[src/rtl/datapath_pkg.sv]
// rtl/datapath_pkg.sv - shared types and constants for the write-back datapath
package datapath_pkg;

  typedef enum logic [1:0] {IDLE, LOAD_WAIT, STORE_WAIT} wb_state_t;

  localparam logic [3:0] PC_REG       = 4'd15;
  localparam int         DEFAULT_BITS = 24;

endpackage

[src/rtl/mem_timeout_counter.sv]
// rtl/mem_timeout_counter.sv - wait-cycle counter that flags an unanswered memory access
module mem_timeout_counter #(
  parameter int TIMEOUT_CYCLES = 64
) (
  input  logic clk,
  input  logic resetn,
  input  logic clear,
  input  logic enable,
  output logic expired
);

  localparam int CW = $clog2(TIMEOUT_CYCLES + 1);

  logic [CW-1:0] count;

  always_ff @(posedge clk) begin
    if (!resetn || clear) begin
      count <= '0;
    end else if (enable) begin
      count <= count + 1'b1;
    end
  end

  // Counter reads 0 in the first wait cycle, so expiry lands on the last permitted cycle.
  assign expired = enable && (count == CW'(TIMEOUT_CYCLES - 1));

endmodule

[src/rtl/memory_writeback_stage.sv]
// rtl/memory_writeback_stage.sv - final stage: data-memory access and register-file write-back
module memory_writeback_stage
  import datapath_pkg::*;
#(
  parameter int BITS           = DEFAULT_BITS,
  parameter int TIMEOUT_CYCLES = 64
) (
  input  logic            CLK,
  input  logic            RST,
  input  logic            IN_VALID,
  output logic            IN_READY,
  input  logic            IN_LOAD,
  input  logic            IN_STORE,
  input  logic            IN_WB,
  input  logic [3:0]      IN_RD,
  input  logic [BITS-1:0] IN_RESULT,
  input  logic [BITS-1:0] IN_STORE_DATA,
  output logic            DMEM_REQ,
  output logic            DMEM_WE,
  output logic [BITS-1:0] DMEM_ADDR,
  output logic [BITS-1:0] DMEM_WDATA,
  input  logic [BITS-1:0] DMEM_RDATA,
  input  logic            DMEM_ACK,
  output logic            WRT_ENA,
  output logic [3:0]      ADDRS_RD,
  output logic [BITS-1:0] WRT_DATA,
  output logic            PC_WRITE,
  output logic            BUSY,
  output logic            ERR
);

  wb_state_t       state, state_d;
  logic            accept, do_load, do_store, do_wb, expired;
  logic [3:0]      rd_q, rd_d, addrs_rd_d;
  logic            req_d, we_d, wrt_ena_d, pc_write_d, err_d;
  logic [BITS-1:0] addr_d, wdata_d, wrt_data_d;

  assign IN_READY = (state == IDLE) && RST;
  assign BUSY     = (state != IDLE);
  assign accept   = IN_VALID && IN_READY;
  assign do_load  = accept && IN_LOAD;
  assign do_store = accept && IN_STORE && !IN_LOAD;
  assign do_wb    = accept && IN_WB && !IN_LOAD && !IN_STORE;

  mem_timeout_counter #(.TIMEOUT_CYCLES(TIMEOUT_CYCLES)) u_timeout (
    .clk     (CLK),
    .resetn  (RST),
    .clear   (do_load || do_store),
    .enable  (state != IDLE),
    .expired (expired)
  );

  always_ff @(posedge CLK) begin
    if (!RST) state <= IDLE;
    else      state <= state_d;
  end

  always_comb begin
    state_d = state;
    case (state)
      IDLE: begin
        if (do_load)       state_d = LOAD_WAIT;
        else if (do_store) state_d = STORE_WAIT;
      end
      LOAD_WAIT, STORE_WAIT: begin
        if (DMEM_ACK || expired) state_d = IDLE;
      end
      default: state_d = IDLE;
    endcase
  end

  // Next values of the registered outputs; ACK is checked before expiry so a late ACK still completes.
  always_comb begin
    req_d      = DMEM_REQ;
    we_d       = DMEM_WE;
    addr_d     = DMEM_ADDR;
    wdata_d    = DMEM_WDATA;
    rd_d       = rd_q;
    wrt_ena_d  = 1'b0;
    addrs_rd_d = ADDRS_RD;
    wrt_data_d = WRT_DATA;
    err_d      = ERR;
    case (state)
      IDLE: begin
        if (do_load) begin
          req_d  = 1'b1;
          we_d   = 1'b0;
          addr_d = IN_RESULT;
          rd_d   = IN_RD;
        end else if (do_store) begin
          req_d   = 1'b1;
          we_d    = 1'b1;
          addr_d  = IN_RESULT;
          wdata_d = IN_STORE_DATA;
        end else if (do_wb) begin
          wrt_ena_d  = 1'b1;
          addrs_rd_d = IN_RD;
          wrt_data_d = IN_RESULT;
        end
      end
      LOAD_WAIT: begin
        if (DMEM_ACK) begin
          req_d      = 1'b0;
          wrt_ena_d  = 1'b1;
          addrs_rd_d = rd_q;
          wrt_data_d = DMEM_RDATA;
        end else if (expired) begin
          req_d = 1'b0;
          err_d = 1'b1;
        end
      end
      STORE_WAIT: begin
        if (DMEM_ACK) begin
          req_d = 1'b0;
        end else if (expired) begin
          req_d = 1'b0;
          err_d = 1'b1;
        end
      end
      default: req_d = 1'b0;
    endcase
    pc_write_d = wrt_ena_d && (addrs_rd_d == PC_REG);
  end

  always_ff @(posedge CLK) begin
    if (!RST) begin
      DMEM_REQ   <= 1'b0;
      DMEM_WE    <= 1'b0;
      DMEM_ADDR  <= '0;
      DMEM_WDATA <= '0;
      rd_q       <= '0;
      WRT_ENA    <= 1'b0;
      ADDRS_RD   <= '0;
      WRT_DATA   <= '0;
      PC_WRITE   <= 1'b0;
      ERR        <= 1'b0;
    end else begin
      DMEM_REQ   <= req_d;
      DMEM_WE    <= we_d;
      DMEM_ADDR  <= addr_d;
      DMEM_WDATA <= wdata_d;
      rd_q       <= rd_d;
      WRT_ENA    <= wrt_ena_d;
      ADDRS_RD   <= addrs_rd_d;
      WRT_DATA   <= wrt_data_d;
      PC_WRITE   <= pc_write_d;
      ERR        <= err_d;
    end
  end

endmodule
[config.mk]
export PLATFORM = sky130hd
export DESIGN_NAME = memory_writeback_stage
export DESIGN_NICKNAME = d
export VERILOG_FILES = /design/src/rtl/datapath_pkg.sv /design/src/rtl/mem_timeout_counter.sv /design/src/rtl/memory_writeback_stage.sv
export SDC_FILE = /design/constraint.sdc
export NUM_CORES = 1
export LEC_CHECK = 0
export CAP_MARGIN = 5
export CORE_MARGIN = 2
export CORE_UTILIZATION = 26
export CTS_CLUSTER_SIZE = 28
export DETAILED_ROUTE_END_ITERATION = 8
export PLACE_DENSITY = 0.54
export SETUP_SLACK_MARGIN = 0.15
export SLEW_MARGIN = 20
export SYNTH_ARGS = -nofsm -noshare
export SYNTH_HDL_FRONTEND = slang
export SYNTH_SLANG_ARGS = --single-unit
[constraint.sdc]
create_clock -name CLK -period 3.3 [get_ports CLK]
set_input_delay 0.66 -clock CLK [delete_from_list [all_inputs] [get_ports CLK]]
set_output_delay 0.66 -clock CLK [all_outputs]
set_load 0.05 [all_outputs]
After elaboration in Yosys (flattened, before gate mapping)
Cells that the tools add are included.

Bits of input ports: 83. Logic and storage cells: 81. Memories kept: 0. Output and inout bits: 83. Bits in writable memories: 0. Latch bits: 0. ROM bits: 0. Bits in registers: 94.

Add/subtract/negate cells: 1. Multiplexer cells: 27. $mul: 0. Divide/modulo/power cells: 0. Reduce and logical (&&, ||, !) cells: 28. Order comparisons: 0. Eq/ne operators: 11. Shift operators: 0. Bitwise gates (word level): 2.

Operator list (count): $mux W24 (6); $pmux W24 S2 (1); $mux W4 (4); $logic_and A1 B1 Y1 (10); $mux W1 (9); $ne A2 B2 Y1 const B (4); $pmux W4 S2 (1); $reduce_and A2 Y1 (4); $add A7 B1 Y7 const B (1); $eq A7 B6 Y1 const B (1); $mux W2 (3); $reduce_and A3 Y1 (2); $reduce_bool A2 Y1 (3); $reduce_and A5 Y1 (1); $eq A4 B4 Y1 const B (1); $pmux W1 S2 (2); $pmux W2 S2 (1); $logic_not A1 Y1 (3); $logic_or A1 B1 Y1 (3); $ne A3 B1 Y1 const B (1); $ne A3 B3 Y1 const B (1); $eq A2 B1 Y1 const B (1); $eq A2 B2 Y1 const B (1); $logic_not A2 Y1 (1); 3 further kinds (4).

Logic depth before layout (Yosys ltp)
Word-level depth: 12. Depth in mapped cells: 8.

Hierarchy
From an unflattened synthesis, not the netlist that was laid out.

Cell total of the unflattened synthesis: 424. Area total of the unflattened synthesis: 3880.0 sq um.

Modules (own cells, without submodules): memory_writeback_stage (sequential area each 1741.7 sq um, times used 1, cells an instance 393, area an instance 3597.2 sq um); mem_timeout_counter (sequential area each 140.1 sq um, times used 1, cells an instance 31, area an instance 282.8 sq um).

Least setup slack after synthesis
Ideal clock, no wire load.

Path type: in2out. From: input RST. To: output IN_READY. Arrival time: 1.963 ns. Stages: 5. Setup slack: 0.677 ns. Cell sequence: buf_2 inv_1 clkbuf_1 clkbuf_1 nor2_1.

Longest elaborated chain between the ends: 1.

RTL lines: start, declared (line memory_writeback_stage.sv:9) `input logic RST,`; $logic_and A1 B1 Y1 (line memory_writeback_stage.sv:38) `assign IN_READY = (state == IDLE) && RST;`; end, declared (line memory_writeback_stage.sv:11) `output logic IN_READY,`.

No other way between the ends.

Final worst setup path
From: register state[1]. To: output BUSY.

Longest elaborated chain between the ends: 1.

RTL lines: start, declared (line memory_writeback_stage.sv:32) `wb_state_t state, state_d;`; start signal, assigned (line memory_writeback_stage.sv:55) `else state <= state_d;`; $reduce_bool A2 Y1 (line memory_writeback_stage.sv:39) `assign BUSY = (state != IDLE);`; end, declared (line memory_writeback_stage.sv:28) `output logic BUSY,`.

No other way between the ends.

==> metrics <==
final-stage net count=671; TritonCTS sink count=94; CP Launch Point=state[1]; max-cap viol count=0; Setup Buffers After CTS=0; ANT nets after route=0; Psw=0.0007778 W; CTS tree=built; Max Used Layer=met4; static leakage=1.994 nW; register bit total from synthesis=94; met2 wire length=5.359 mm; R2R setup slack=0.91 ns; ys flop type=dfxtp_1; clk_lat worst skew=0.34 ns; drt pass-1 iters=4; metal1 wirelength=4.982 mm; Starting Density=26.54%; pwr dens=464.6 mW/mm^2; global route total overflow=0; worst r2r src=state[1]; Setup TNS=0 ns; Synth Instances=430; top-area cell type share of the netlist area=48.97%; Setup CP Type=reg2out; Flop pwr share=43.4%; core area=0.01448 mm^2; n_diodes=0; top achievable clock speed=330.9 MHz; CTS Buf Count=9; Placer Congestion=0.7894; number of library cell types mapped by synthesis=41; period utilisation layout=91.57%; DR vias/cell=4.602; top cells by area, synth=dfxtp_1 (49%), nand2_1 (10%), a211oi_2 (8.1%), a21oi_1 (7.6%), mux2i_1 (6.8%); worst vdd ir=0.0002101 V; Net Count, Synth=516; Slew Limit Fails=0; hold bufs inserted after CTS=0; clock-pin slew on the worst setup and hold paths=0.06 ns; reg-to-reg endpoint=WRT_DATA[2]; die width=125.6 um; layout cells sized above 1=9.322%; HP Class=reg2reg; WP data required=2.64 ns; Comb pwr share=19.9%; Ports=166; Die H=125.6 um; total wire length=11.35 mm; startpoint types=flip-flop; IO buf count=165; clock skew=0.003807 ns; DRC Markers=0; Synth async-reset ratio=0%; CTS H-tree lvls=3; fill count=1449; # setup viols final=0; via count=3562; CP endpoint kind=output pin; Hold Crit Start=DMEM_WDATA[6]; WHS=0.4518 ns; crit path max fanout=16; largest net degree at the start of global routing=84; worst slew pin tran=1.044 ns; Synth Area per Inst=8.936 um^2; aggregate global-route resource usage=14.33%; worst rel slew slack=30.37%; Clk pwr share=36.6%; vias in the first global route=3592; clk root buf=clkbuf_16; switching power share of the total=28.09%; Final Hold Vio Count=0; area leader, netlist=dfxtp_1; Worst Path Arrival=2.36 ns; Area Overhead vs Synth=55.10%; unrepaired setup endpoints after global routing=no; Post-CTS Resized=0; Syn. warnings=0; Iter 0 DRT Violations=159; Mapped Area=0.003842 mm^2; R2R cell count=7; worst setup path endpoint=BUSY; row cnt=44; outcome=complete, no violations; Pint=0.001991 W; initial antenna violation count=0; number of synthesized flops with an enable pin=0; Seq/Total Area, Yosys=48.97%; first-pass GRT wire length=18.07 mm; Die ar.=0.01577 mm^2; worst-case clock buffer depth=2; min cycle time layout=3.022 ns; Avg WL per Cell=14.67 um; met3 WL=754 um; post-detail-place hpwl=8.124 mm
-- per-layer routing --
metal,vias to the layer above,global-route usage [%]
met5,-,0
met4,0,5.882
met1,1647,17.94
met2,115,23.50
li1,1782,-
met3,18,3.680
-- sequential cells by signal (all words and copies together), names as in the netlist --
name,flops
ERR,1
DMEM_ADDR,24
DMEM_WDATA,24
WRT_DATA,24
ADDRS_RD,4
state,2
DMEM_REQ,1
PC_WRITE,1
WRT_ENA,1
DMEM_WE,1
rd_q,4
u_timeout.count,7
-- power groups by stage --
stage | Sequential (W) | Combinational [W] | Clock [W]
finish | 0.00120 | 0.000552 | 0.00101
global route | 0.00121 | 0.000588 | 0.00109
CTS | 0.00120 | 0.000559 | 0.00105
detailed placement | 0.00123 | 0.000557 | 0
global placement | 0.00123 | 0.000553 | 0
floorplan | 0.00137 | 0.000179 | 0
-- through the flow --
stage               utilization [%]  instances  worst slack, ns  cell area (um^2)  total power, W
global route                  41.16        774           0.1944              5959        0.002884
finish                        41.16        774           0.2782              5959        0.002769
CTS                           41.16        774           0.2776              5959        0.002810
floorplan                         -        430           0.6771              3842        0.001546
detailed placement            39.21        758           0.4453              5677        0.001785
global placement              39.21        758           0.5064              5677        0.001779
-- worst min path at each step --
stage	end	slack, ns	depth (start not counted)
after floorplan	rd_q[2]	0.44	2
after global placement	DMEM_WDATA[23]	0.44	2
after detailed placement	DMEM_WDATA[6]	0.45	2
after CTS	DMEM_WDATA[6]	0.46	2
after global routing	DMEM_WDATA[13]	0.47	2
final	DMEM_WDATA[6]	0.45	2
-- Yosys cell counts (2+ instances only) --
master and n:
o21ai_0 2, buf_6 6, buf_1 2, xnor2_1 2, ha_1 3, mux2i_1 26
nand3_1 7, clkbuf_1 14, nor2_1 37, a211oi_2 25, xor2_1 2, buf_2 7
inv_1 5, and2_1 2, or3_1 2, nand3b_1 2, a21o_1 3, and3_1 2
nand2_1 107, a222oi_1 2, a31oi_1 2, dfxtp_1 94, a21oi_1 58
-- cells in the final DEF (no fill, tap or decap), types with 3 or more instances in the layout --
cell             instances
a211oi_2                24
a21o_1                   3
a21oi_1                 58
buf_12                   3
buf_4                    7
clkbuf_16                9
clkdlybuf4s50_1        164
clkinv_2                 5
dfxtp_1                 94
inv_1                    4
mux2i_1                 26
nand2_1                107
nand3_1                  7
nor2_1                  36
-- cell type report --
| class | count | area (um^2) | area share, % |
|---|---|---|---|
| clock buffers | 11 | 232.7 | 3.905 |
| clock inverters | 5 | 50.05 | 0.8398 |
| inverters | 5 | 20.02 | 0.3359 |
| multi-input cells | 301 | 1790 | 30.04 |
| flip-flops and latches | 94 | 1882 | 31.58 |
| well taps | 184 | 230.2 | 3.863 |
| repair buffers | 174 | 1754 | 29.44 |
-- logic make-up after synthesis --
logic type	synth area share (%)
AND/OR/NAND/NOR	17.71
AO/OA/AOI/OAI	19.73
XOR/XNOR	0.9119
adder cells (fa/ha/maj)	0.9770
flip-flops	48.97
buffers and inverters	4.917
multiplexers	6.773
-- critical path, stage by stage, from the launching register on --
cell and delay, ns:
dfxtp_1 0.30, inv_1 0.10, ha_1 0.58, inv_1 0.27, clkdlybuf4s50_1 0.77
(Power assumes the default switching activity.)
